<file path="src/rtl/seq_detect_fsm.sv">
// Serial pattern detector: W-bit shift history with fill tracking, Mealy/Moore match flags
// and a saturating match counter. Overlapping or non-overlapping detection is a parameter.
module seq_detect_fsm #(
    parameter int unsigned W       = 4,
    parameter logic [W-1:0] PATTERN = W'(4'b1011),
    parameter bit          OVERLAP = 1'b1,
    parameter int unsigned CNT_W   = 8
) (
    input  logic                     clk,
    input  logic                     rst_n,
    input  logic                     en,
    input  logic                     clr,
    input  logic                     x,
    output logic [W-1:0]             y,
    output logic [$clog2(W+1)-1:0]   fill,
    output logic                     z_mealy,
    output logic                     z_moore,
    output logic [CNT_W-1:0]         match_cnt,
    output logic                     cnt_sat
);

    localparam int unsigned FW = $clog2(W + 1);

    logic [W-1:0]     y_q, y_d;
    logic [FW-1:0]    fill_q, fill_d;
    logic             z_moore_q, z_moore_d;
    logic [CNT_W-1:0] cnt_q, cnt_d;
    logic [W-1:0]     window;
    logic             hit;

    // Candidate window includes the bit being sampled now.
    always_comb begin
        window = {y_q[W-2:0], x};
        hit    = en & ~clr & (fill_q >= FW'(W - 1)) & (window == PATTERN);
    end

    // Next-state: clear wins over enable; non-overlap restarts fill on a hit.
    always_comb begin
        y_d       = y_q;
        fill_d    = fill_q;
        z_moore_d = hit;
        cnt_d     = cnt_q;
        if (clr) begin
            y_d       = '0;
            fill_d    = '0;
            z_moore_d = 1'b0;
            cnt_d     = '0;
        end else if (en) begin
            y_d = window;
            if (fill_q == FW'(W)) begin
                fill_d = fill_q;
            end else begin
                fill_d = fill_q + FW'(1);
            end
            if (hit) begin
                if (!OVERLAP) begin
                    fill_d = '0;
                end
                if (cnt_q != {CNT_W{1'b1}}) begin
                    cnt_d = cnt_q + CNT_W'(1);
                end
            end
        end
    end

    always_ff @(posedge clk or negedge rst_n) begin
        if (!rst_n) begin
            y_q       <= '0;
            fill_q    <= '0;
            z_moore_q <= 1'b0;
            cnt_q     <= '0;
        end else begin
            y_q       <= y_d;
            fill_q    <= fill_d;
            z_moore_q <= z_moore_d;
            cnt_q     <= cnt_d;
        end
    end

    assign y         = y_q;
    assign fill      = fill_q;
    assign z_mealy   = hit;
    assign z_moore   = z_moore_q;
    assign match_cnt = cnt_q;
    assign cnt_sat   = &cnt_q;

endmodule

</file>
<file path="config.mk">
export PLATFORM = sky130hd
export DESIGN_NAME = seq_detect_fsm
export DESIGN_NICKNAME = d
export VERILOG_FILES = /design/src/rtl/seq_detect_fsm.sv
export SDC_FILE = /design/constraint.sdc
export NUM_CORES = 1
export LEC_CHECK = 0
export ABC_CLOCK_PERIOD_IN_PS = 2040
export BUFFER_PORTS_ARGS = -buffer_cell sky130_fd_sc_hd__buf_2
export CORE_UTILIZATION = 45
export DETAILED_ROUTE_END_ITERATION = 7
export PLACE_DENSITY = 0.73
export SETUP_SLACK_MARGIN = 0.1
export SYNTH_ARGS = -nofsm -noshare
export SYNTH_HDL_FRONTEND = slang
export SYNTH_SLANG_ARGS = --single-unit
</file>
<file path="constraint.sdc">
create_clock -name clk -period 2.04 [get_ports clk]
set_input_delay 0.306 -clock clk [delete_from_list [all_inputs] [get_ports clk]]
set_output_delay 0.306 -clock clk [all_outputs]
set_load 0.05 [all_outputs]
</file>
==> flow_summary.ini <==
[synthesis]
synth_cell_types = 29
synth_flop_cell = dfrtp_1
ys_seq_elements = 16
synth_nets = 96
synth_area_leader_cell = dfrtp_1
netlist_area_um2 = 847
synthArstFlopShare_pct = 100
ys_seq_area_share_pct = 47.3
ys_warn_count = 0
synth_edf_count = 0
yosys-top-cells-area = dfrtp_1, mux2i_1, ha_1, nor2_1, inv_1
ys_top_cells_by_count = dfrtp_1, nor2_1, inv_1, nand2_1, mux2i_1
synthCells = 87
synth_top_area_share_pct = 47.3
yosysMostFrequentCell = dfrtp_1
syn_avg_cell_area_um2 = 9.74

[die]
start_util_pct = 48.5
core_area_um2 = 1750
die_h_um = 45.4
ioPinCount = 23
dieWidth_um = 45.4
num_rows = 15
die_area_um2 = 2060

[detailed_routing]
vias = 755
drtAntennaViolNets = 0
post_drt_wl_per_cell_um = 12.8
post-route-drc-count = 0
firstDrtPassIters = 4
viasPerCell = 5.28
drt_iter0_drc = 10
wl_um = 1830

[layout]
drive_above_1_share_pct = 42.4
syn_to_final_growth_pct = 35.6
antenna_cells = 0
instances_no_fill = 143
nNetsFinal = 128
fin_util_pct = 65.8

[global_routing]
antenna_found_initial = 0
grt_max_degree = 17
globalRouteOverflowTotal = 0
grt_pass1_vias = 666
grtUsageTotal_pct = 20.6
grt_pass1_wl_um = 2980

[placement]
place.gp.congestion = 0.763
port_buffers = 22
dp_cells = 136
dp_hpwl_um = 1320

[sta]
hold_viol_final = 0
rsz0062_at_grt = true
fin_crit_sh_pct = 98.4
fin_skew_ns = 0.00364
finalSetupTns_ns = 0
min_period_ns = 2.01
worst_pin_slew_ns = 0.390
fmax_mhz = 498
slew_violations = 0
whs_ns = 0.281
setup_violations = 0
max-slew-margin-rel_pct = 73.7

[power]
irDropWorstVdd_uv = 352
leakagePower_nw = 0.553
pwr_density_cell_nw_per_um2 = 559
total_power_uw = 642

[clock_network]
clk-insertion-delay-late_ns = 0.29
h-tree-depth = 1
cts.sinks = 16
numCtsBuffers = 3
cts.path.max_buffers = 2
clk_pin_slew_ns = 0.09
root_buffer = clkbuf_4
cts_tree = done

[setup_path]
critPathKind = reg -> out
path_max_fanout = 4
arrival_ns = 1.70
cp-start-kind = flip-flop
required_ns = 1.73
critPathCaptureType = output port

[status]
status = finished clean

[hold_path]
holdCritPathClass = in -> reg

[run]
drv_cap = 0
## per-stage QoR
stage               setup slack [ns]  cell area [um2]
global placement              0.0530             1020
CTS                           0.0128             1140
detailed placement            0.0117             1020
finish                        0.0337             1150
floorplan                     -0.108              860
global route                 -0.0337             1150
## layer usage
metal / vias to the layer above / track usage (%) / wire (um)
met5: - / 0 / 0
li1: 371 / - / -
met1: 359 / 28.8 / 865
met3: 6 / 4.76 / 66
met4: 0 / 7.27 / 32
met2: 19 / 31.1 / 866
## what timing repair did
| action | in CTS | in global routing |
|---|---|---|
| buffers inserted | 2 | 1 |
| setup endpoints to repair | 7 | 6 |
| hold endpoints to repair | 16 | 0 |
| hold buffers | 1 | 0 |
| gates resized for setup | 12 | 4 |
| gates cloned | 0 | 0 |
| pin swaps | 4 | 1 |
## path summary, 6_finish.rpt
kind                       depth (start not counted)  slack, ns      endpoint          from
min in group asynchronous                          2       0.45  match_cnt[1]         rst_n
hold / removal                                     3       0.28          y[0]             x
setup reg to reg                                   5       0.05  match_cnt[4]          y[1]
hold reg to reg                                    1       0.53  match_cnt[2]  match_cnt[2]
max in group asynchronous                          2       1.31       fill[1]         rst_n
setup / recovery                                   4       0.03       z_mealy          y[1]
## layout by cell type (no fill, tap or decap), types with 2 or more instances in the layout
| master | instances |
|---|---|
| a21oi_1 | 4 |
| buf_2 | 20 |
| nor3_1 | 4 |
| and4_2 | 2 |
| nand2_1 | 7 |
| clkbuf_4 | 3 |
| nor2_1 | 7 |
| inv_1 | 6 |
| a31oi_1 | 2 |
| buf_4 | 9 |
| nand4_1 | 2 |
| mux2i_1 | 6 |
| nand2b_1 | 4 |
| dfrtp_2 | 5 |
| ha_1 | 2 |
| dfrtp_1 | 11 |
| ha_4 | 2 |
## power by group
group | switching, mW | total, mW | internal [mW] | leakage (nW)
clock network | 0.106 | 0.215 | 0.109 | 0.0210
logic | 0.0616 | 0.0956 | 0.0340 | 0.319
registers | 0.00671 | 0.332 | 0.325 | 0.213
total | 0.174 | 0.642 | 0.468 | 0.553
## cell families (layout without fill, tap and decap cells)
| family | after synthesis | count (layout) | share of synthesized area (%) |
|---|---|---|---|
| AO/OA/AOI/OAI | 13 | 13 | 9.75 |
| XOR/XNOR | 1 | 1 | 1.03 |
| adder cells (fa/ha/maj) | 4 | 4 | 5.91 |
| buffers and inverters | 11 | 42 | 5.17 |
| flip-flops | 16 | 16 | 47.3 |
| multiplexers | 7 | 7 | 8.42 |
| AND/OR/NAND/NOR | 35 | 35 | 22.5 |
## critical path: stages, from the launching register on
cell and delay (ns):
dfrtp_2 0.43, or2_0 0.22, or4_4 0.51, clkinvlp_4 0.11, buf_8 0.14
## cell type report
cell class	instances	area [um2]
fillers	159	597
multi-input cells	60	452
inverters	7	30.0
well taps	25	31.3
clock buffers	4	36.3
repair buffers	31	193
flip-flops and latches	16	407
## state kept, by name (all words and copies together), names as in the netlist
| signal | flops |
|---|---|
| match_cnt | 8 |
| y | 4 |
| z_moore | 1 |
| fill | 3 |
No activity file was read; power rests on OpenSTA's default activity.
